### src/rtl/uart_byte_tx.sv
// Serial byte transmitter: 4-deep input FIFO feeding a start/data/stop framer paced by bit_tick strobes.
// Define UART_PARITY_EN to insert an even-parity bit between the data bits and the stop bit.
module uart_byte_tx #(
    parameter int DATA_W  = 8,
    parameter int FIFO_AW = 2
) (
    input  logic               clk,
    input  logic               rst,
    input  logic               bit_tick,
    input  logic [DATA_W-1:0]  din,
    input  logic               din_valid,
    output logic               din_ready,
    output logic               txd,
    output logic               busy,
    output logic [FIFO_AW:0]   fifo_count
);

    localparam int DEPTH = 1 << FIFO_AW;
    localparam int CW    = $clog2(DATA_W);
    localparam logic [FIFO_AW:0] FULL     = (FIFO_AW + 1)'(DEPTH);
    localparam logic [CW-1:0]    LAST_BIT = CW'(DATA_W - 1);

    typedef enum logic [2:0] {
        S_IDLE,
        S_START,
        S_DATA,
`ifdef UART_PARITY_EN
        S_PARITY,
`endif
        S_STOP
    } state_t;

    logic [DATA_W-1:0]  r_mem [DEPTH];
    logic [FIFO_AW-1:0] r_wr_ptr;
    logic [FIFO_AW-1:0] r_rd_ptr;
    logic [FIFO_AW:0]   r_count;

    state_t             r_state;
    logic [DATA_W-1:0]  r_sh;
    logic [CW-1:0]      r_bit_cnt;
    logic               r_txd;
    logic               r_tick_q;
`ifdef UART_PARITY_EN
    logic               r_par;
`endif

    logic               w_strobe;
    logic               w_push;
    logic               w_pop;
    logic               w_empty;
    logic [DATA_W-1:0]  w_head;

    assign w_strobe = bit_tick & ~r_tick_q;
    assign w_empty  = (r_count == '0);
    assign w_head   = r_mem[r_rd_ptr];
    // Ready comes from the registered count, so a full FIFO refuses a push even while popping.
    assign w_push   = din_valid & din_ready;
    assign w_pop    = w_strobe & ~w_empty & ((r_state == S_IDLE) | (r_state == S_STOP));

    assign din_ready  = (r_count != FULL);
    assign fifo_count = r_count;
    assign txd        = r_txd;
    assign busy       = (r_state != S_IDLE);

    always_ff @(posedge clk) begin
        if (w_push) begin
            r_mem[r_wr_ptr] <= din;
        end
    end

    always_ff @(posedge clk or posedge rst) begin
        if (rst) begin
            r_wr_ptr <= '0;
            r_rd_ptr <= '0;
            r_count  <= '0;
        end else begin
            if (w_push) begin
                r_wr_ptr <= r_wr_ptr + 1'b1;
            end
            if (w_pop) begin
                r_rd_ptr <= r_rd_ptr + 1'b1;
            end
            case ({w_push, w_pop})
                2'b10:   r_count <= r_count + 1'b1;
                2'b01:   r_count <= r_count - 1'b1;
                default: r_count <= r_count;
            endcase
        end
    end

    always_ff @(posedge clk or posedge rst) begin
        if (rst) begin
            r_state   <= S_IDLE;
            r_sh      <= '0;
            r_bit_cnt <= '0;
            r_txd     <= 1'b1;
            r_tick_q  <= 1'b1;
`ifdef UART_PARITY_EN
            r_par     <= 1'b0;
`endif
        end else begin
            r_tick_q <= bit_tick;
            if (w_strobe) begin
                case (r_state)
                    S_IDLE, S_STOP: begin
                        // Stop with data waiting goes straight into the next start bit.
                        if (!w_empty) begin
                            r_sh    <= w_head;
                            r_txd   <= 1'b0;
                            r_state <= S_START;
`ifdef UART_PARITY_EN
                            r_par   <= ^w_head;
`endif
                        end else begin
                            r_txd   <= 1'b1;
                            r_state <= S_IDLE;
                        end
                    end
                    S_START: begin
                        r_txd     <= r_sh[0];
                        r_bit_cnt <= '0;
                        r_state   <= S_DATA;
                    end
                    S_DATA: begin
                        if (r_bit_cnt != LAST_BIT) begin
                            r_sh      <= r_sh >> 1;
                            r_txd     <= r_sh[1];
                            r_bit_cnt <= r_bit_cnt + 1'b1;
                        end else begin
`ifdef UART_PARITY_EN
                            r_txd   <= r_par;
                            r_state <= S_PARITY;
`else
                            r_txd   <= 1'b1;
                            r_state <= S_STOP;
`endif
                        end
                    end
`ifdef UART_PARITY_EN
                    S_PARITY: begin
                        r_txd   <= 1'b1;
                        r_state <= S_STOP;
                    end
`endif
                    default: begin
                        r_txd   <= 1'b1;
                        r_state <= S_IDLE;
                    end
                endcase
            end
        end
    end

endmodule

### config.mk
export PLATFORM = sky130hd
export DESIGN_NAME = uart_byte_tx
export DESIGN_NICKNAME = d
export VERILOG_FILES = /design/src/rtl/uart_byte_tx.sv
export SDC_FILE = /design/constraint.sdc
export NUM_CORES = 1
export LEC_CHECK = 0
export BUFFER_PORTS_ARGS = -buffer_cell sky130_fd_sc_hd__buf_2
export CORE_MARGIN = 5
export CORE_UTILIZATION = 35
export CTS_CLUSTER_SIZE = 14
export DETAILED_ROUTE_END_ITERATION = 10
export GPL_TIMING_DRIVEN = 0
export RECOVER_POWER = 100
export SYNTH_ARGS = -nofsm -noshare
export SYNTH_HDL_FRONTEND = slang
export SYNTH_SLANG_ARGS = --single-unit
### constraint.sdc
create_clock -name clk -period 5.5 [get_ports clk]
set_clock_uncertainty 0.05 [all_clocks]
set_input_delay 0.825 -clock clk [delete_from_list [all_inputs] [get_ports clk]]
set_output_delay 0.825 -clock clk [all_outputs]
set_load 0.005 [all_outputs]
**After elaboration in Yosys (flattened, before gate mapping)**

Memory sizes are Yosys's and may differ from the RTL's.
Cells that the tools add are included.

- $add $sub $neg: 5
- Eq/ne operators: 10
- Muxes and demuxes: 14
- Bitwise gates (word level): 7
- Reductions and logical operators: 10

Operator list:

| cell | number |
|---|---|
| $mux 8 | 2 |
| $pmux 8 s2 | 1 |
| $pmux 3 s2 | 2 |
| $pmux 3 s3 | 1 |
| $add 3x1->3 const B | 2 |
| $eq 3x2->1 const B | 2 |
| $logic_not 3->1 | 2 |
| $mux 3 | 2 |
| $ne 2x2->1 const B | 3 |
| $ne 3x3->1 const B | 2 |
| $reduce_bool 2->1 | 3 |
| $mux 1 | 5 |
| $add 2x1->2 const B | 2 |
| $and 1x1->1 | 4 |
| $reduce_and 4->1 | 1 |
| $eq 3x1->1 const B | 1 |
| $pmux 1 s3 | 1 |
| $reduce_and 3->1 | 1 |
| $reduce_bool 3->1 | 1 |
| $sub 3x1->3 const B | 1 |
| $eq 2x1->1 const B | 1 |
| $eq 2x2->1 const B | 1 |
| $not 1->1 | 2 |
| $reduce_and 2->1 | 1 |
| other kinds (2) | 2 |

- Bits in registers: 23
- Bits in writable memories: 32
- Input bits: 12
- Output and inout port bits: 6
- Logic and storage cells: 55
- Memories: 1

Memories:

| memory | depth | bits a word | read ports | clocked after Yosys merged registers in | wr ports | line | text |
|---|---|---|---|---|---|---|---|
| r_mem | 4 | 8 | 1 | 0 | 1 | 33 | `logic [DATA_W-1:0] r_mem [DEPTH];` |

**Logic depth before layout (Yosys ltp)**

- Depth after elaboration: 6
- Gate-level depth with buffers: 9
- Mapped depth without buffers: 9

**Least setup slack after synthesis**

OpenSTA, ideal clock, no wires.

- Kind: input to register
- From: in bit_tick
- To: reg r_count[2], in the netlist fifo_count[2]
- Arrival: 2.234 ns
- Data required time: 5.371 ns
- Setup slack: 3.137 ns
- Cell stages on the path: 8
- Buffers on the path: 0
- Cell sequence: nand2b_4 > nor3_1 > ha_1 > inv_1 > fa_1 > xor2_1 > nor2_1 > xor2_1

- Word-level cells in the longest chain between the ends: 5
- Elaborated cells on any way between the ends: 7
- Those cells by class: eq/ne (2); mux (1); bitwise (3); reduce/logical (1)

RTL lines:

| item | line | text |
|---|---|---|
| start, declared | 9 | `input logic bit_tick,` |
| $and 1x1->1 (*) | 53 | `assign w_strobe = bit_tick & ~r_tick_q;` |
| $and 1x1->1 (*) (2 in series) | 58 | `assign w_pop = w_strobe & ~w_empty & ((r_state == S_IDLE) \| (r_state == S_STOP));` |
| net w_pop | 49 | `logic w_pop;` |
| $eq 2x1->1 or $eq 2x2->1 (tied branches) | 83 | `case ({w_push, w_pop})` |
| $pmux 3 s2 or $reduce_bool 2->1 (tied branches) | -- |  |
| end signal, assigned | 84 | `2'b10: r_count <= r_count + 1'b1;` |
| end signal, assigned | 85 | `2'b01: r_count <= r_count - 1'b1;` |
| end signal, assigned | 86 | `default: r_count <= r_count;` |
| end, declared | 36 | `logic [FIFO_AW:0] r_count;` |

The timed path passes the listed nets; every way through them passes the cells marked *.
A chain may end at the register's enable or synchronous reset.

**Worst setup path after layout**

- From: reg r_state[0]
- To: reg r_sh[6]

- Word-level cells in the longest chain between the ends: 4
- Elaborated cells on any way between the ends: 9
- Those cells by class: eq/ne (4); mux (1); reduce/logical (4)

RTL lines:

| item | line | text |
|---|---|---|
| start, declared | 38 | `state_t r_state;` |
| start signal, assigned | 93 | `r_state <= S_IDLE;` |
| start signal, assigned | 110 | `r_state <= S_START;` |
| start signal, assigned | 116 | `r_state <= S_IDLE;` |
| $eq 3x2->1 or $logic_not 3->1 (tied branches) | 104 | `case (r_state)` |
| $reduce_or 2->1 | 104 |  |
| $ne 2x2->1 (no line) or $reduce_bool 2->1 (tied branches) | -- |  |
| $reduce_and 4->1 (no line) | -- |  |
| end signal, assigned | 108 | `r_sh <= w_head;` |
| end signal, assigned | 126 | `r_sh <= r_sh >> 1;` |
| end, declared | 39 | `logic [DATA_W-1:0] r_sh;` |

Parallel ways exist; a longest one is shown, timed or not.

==> impl_metrics.tcl <==
set metrics [dict create \
    run_status "finished, final reports clean" \
    ctsLongestPathBuffers 2 \
    hold_viol 0 \
    h-tree-depth 2 \
    number_of_remaining_drc_errors 0 \
    place_worst_setup_slack_ns 2.78 \
    count_of_antenna_violating_nets_left_after_detailed_routing 0 \
    fp.dieW_um 92.4 \
    netlist.area_leader.share_pct 40.4 \
    critical_path.max_stage_delay_ns 1.08 \
    post_synth_main_area_contributors "sky130_fd_sc_hd__edfxtp_1, sky130_fd_sc_hd__dfrtp_1, sky130_fd_sc_hd__mux4_2, sky130_fd_sc_hd__ha_1, sky130_fd_sc_hd__mux2i_1" \
    netlist_instances 157 \
    cellLeakagePower_nw 1.01 \
    detailed_place_hpwl_mm 2.64 \
    drtIter0Drc 29 \
    grt_pass1_wl_mm 6.56 \
    cts.clk_slew.worst_paths_ns 0.10 \
    antenna_found_initial 0 \
    synth_area_um2 2380 \
    number_of_vias_per_cell_after_detailed_routing 4.90 \
    layout_setup_ws_ns 2.62 \
    cts_root_buf "sky130_fd_sc_hd__clkbuf_8" \
    grt_max_degree 23 \
    post_synth_num_cell_types 31 \
    synth_fp_nets 180 \
    worst_ep_required_time_ns 5.69 \
    worstSetupEndpointType "flip-flop" \
    number_of_instances_resized_during_post_cts_repair 0 \
    startpoint_types "flip-flop" \
    regToRegSetupSlack_ns 2.62 \
    setup-violations-final 0 \
    finalWeightedCongestion 0.684 \
    grt_util_met3_pct 2.68 \
    rsz0062_at_grt "false" \
    average_footprint_of_a_synthesized_cell_um2 15.1 \
    worst-path-max-fanout 10 \
    worst_skew_pair.late_latency_ns 0.30 \
    numClockSinks 54 \
    critPathArrivalTime_ns 3.07 \
    top_level_ports 18 \
    die_area_um2 8540 \
    timing.critical_path.cells "inv_1 > ha_1 > clkbuf_1 > nor2b_1 > a2111oi_0 > clkbuf_1 > nor2_1 > a21oi_1" \
    final_nets 204 \
    fp.coreArea_um2 6680 \
    fin_setup_tns_ns 0 \
    initial_core_util_pct 35.6 \
    mostFrequentLayoutCell "sky130_fd_sc_hd__edfxtp_1" \
    antenna_cells 0 \
    achievable-frequency_ghz 0.347 \
    layout.cells.most_common_list "sky130_fd_sc_hd__edfxtp_1, sky130_fd_sc_hd__dfrtp_1, sky130_fd_sc_hd__clkbuf_1, sky130_fd_sc_hd__nor2_1, sky130_fd_sc_hd__inv_1" \
    dominant_combinational_cell_family_by_area_after_synthesis "multiplexers" \
    kind_of_critical_path "reg2reg" \
    synth-adder-area-share_pct 6.11 \
    area_delta_synth_final_pct 10.8 \
    seq_area_frac_synth_pct 63.7 \
    drive_gt1_share_pct 14.8 \
    fin_util_pct 39.4 \
    overall_global_routing_resource_usage_pct 9.94 \
    flip_flop_and_latch_count_after_synthesis 54 \
    p_total_mw 1.35 \
    post_synth_xor_area_fraction_pct 2.21 \
    synth.yosys.warnings 0 \
    cap_viol_max_count 0 \
    irDropWorstVdd_uv 225 \
    yosys-mux-area-fraction_pct 11.9 \
    post-synth-top-area-cell "sky130_fd_sc_hd__edfxtp_1" \
    cp_top_family "compound AO/OA/AOI/OAI gates" \
    route.final.wire_length_mm 3.80 \
    placement_rows 30 \
    cts_hold_fix_bufs 0 \
    num_vias 1285 \
    placement.io_buffers 17 \
    die_h_um 92.4 \
    grt.overflow.total 0 \
    firstDrtPassIters 4 \
    tritoncts "done" \
    critPathSlowestCell "sky130_fd_sc_hd__a2111oi_0" \
    post_cts_buffers 0 \
    gr-usage-met2_pct 16.3 \
    transition_time_at_the_pin_with_the_least_slew_margin_ns 1.38 \
    globalRoute.busiestLayer "met2" \
    path_common_cell "sky130_fd_sc_hd__clkbuf_1" \
    critical_path.n_buffers_inverters 3 \
    gr-usage-met1_pct 12.4 \
    power_density_nw_per_um2 513 \
    timing.hold.worst.class "reg2reg" \
    grt_pass1_vias 1396 \
    post-route-period-util_pct 52.4 \
    synth_compound_gate_area_share_pct 6.16 \
    cts_inserted_buffers 5 \
    wl_cell_um 14.5 \
    worst_slew_margin_rel_pct 5.83 \
    yosys.area_share.simple_pct 6.85 \
    finalWorstPathRequiredPeriod_ns 2.88 \
    drv_slew 0 \
]
-- worst min-delay path, cell delays in order, from the launching register on --
cell and delay [ns]:
sky130_fd_sc_hd__dfrtp_1 0.38, sky130_fd_sc_hd__nand2_1 0.06, sky130_fd_sc_hd__nand3_1 0.06
-- worst paths after layout --
| path | depth (start not counted) | to | startpoint |
|---|---|---|---|
| worst max-delay path | 8 | r_sh[6] | r_state[0] |
| worst min-delay path | 2 | r_sh[0] | r_sh[0] |
| worst max register to register | 8 | r_sh[6] | r_state[0] |
| worst min register to register | 2 | r_sh[0] | r_sh[0] |
| max in group asynchronous | 2 | r_sh[3] | rst |
| min in group asynchronous | 2 | fifo_count[2] | rst |
-- Yosys cell counts --
cell type / count
sky130_fd_sc_hd__nor2_1: 11
sky130_fd_sc_hd__nand3_1: 3
sky130_fd_sc_hd__o21ai_0: 3
sky130_fd_sc_hd__fa_1: 1
sky130_fd_sc_hd__buf_6: 1
sky130_fd_sc_hd__nand2_1: 7
sky130_fd_sc_hd__and3_1: 4
sky130_fd_sc_hd__a211oi_1: 1
sky130_fd_sc_hd__xor2_1: 3
sky130_fd_sc_hd__ha_1: 10
sky130_fd_sc_hd__xnor2_1: 3
sky130_fd_sc_hd__mux4_2: 8
sky130_fd_sc_hd__a2111oi_4: 1
sky130_fd_sc_hd__buf_2: 1
sky130_fd_sc_hd__clkbuf_1: 2
sky130_fd_sc_hd__a22o_1: 4
sky130_fd_sc_hd__nor2b_1: 2
sky130_fd_sc_hd__inv_1: 11
sky130_fd_sc_hd__buf_4: 1
sky130_fd_sc_hd__o32a_1: 1
sky130_fd_sc_hd__mux2_2: 2
sky130_fd_sc_hd__nand2b_4: 1
sky130_fd_sc_hd__mux2i_1: 8
sky130_fd_sc_hd__dfrtp_1: 20
sky130_fd_sc_hd__a21oi_1: 9
sky130_fd_sc_hd__and2_1: 1
sky130_fd_sc_hd__dfstp_2: 2
sky130_fd_sc_hd__nor3_1: 2
sky130_fd_sc_hd__nor4_2: 1
sky130_fd_sc_hd__edfxtp_1: 32
sky130_fd_sc_hd__o22ai_1: 1
-- cells by family (layout without fill, tap and decap cells) --
family	Yosys count	after routing
muxes	18	18
xor gates and xnor gates	6	6
and+or+nand+nor	32	32
DFF	54	54
AOI/OAI and AO/OA	20	20
adders and majority gates	11	11
buffers and inverters	16	41
-- layout make-up --
cell class,count,area [µm²]
multi-input cells,87,771
repair buffers,17,70.1
plain buffers,5,20.0
inverters,11,41.3
clock buffers,5,68.8
well taps,80,100
flip-flops and latches,54,1510
fillers,633,4050
clock inverters,3,47.5
-- state kept, by name, summed over array words and instances (netlist names) --
| register | cells |
|---|---|
| r_sh | 8 |
| r_state | 2 |
| fifo_count | 3 |
| r_mem | 32 |
| r_bit_cnt | 3 |
| txd | 1 |
| r_wr_ptr | 2 |
| r_rd_ptr | 2 |
| r_tick_q | 1 |
-- where the power goes --
| group | switching, mW | internal, mW |
|---|---|---|
| Clock | 0.131 | 0.139 |
| Combinational | 0.244 | 0.211 |
| Sequential | 0.0649 | 0.559 |
-- through the flow --
stage          hold slack [ns]  std cells  instance area (µm²)
4_1_cts                  0.482        262                 2680
3_5_place_dp             0.463        254                 2560
2_1_floorplan            0.421        157                 2380
5_1_grt                  0.522        262                 2630
6_report                 0.477        262                 2630
3_3_place_gp             0.446        254                 2560
-- routing by layer --
layer	share of wire (%)	wire length, µm
met4	1.7	66
met5	0	0
met1	47	1770
met3	4.0	151
met2	48	1810
Power figures use the tool's default switching activity.
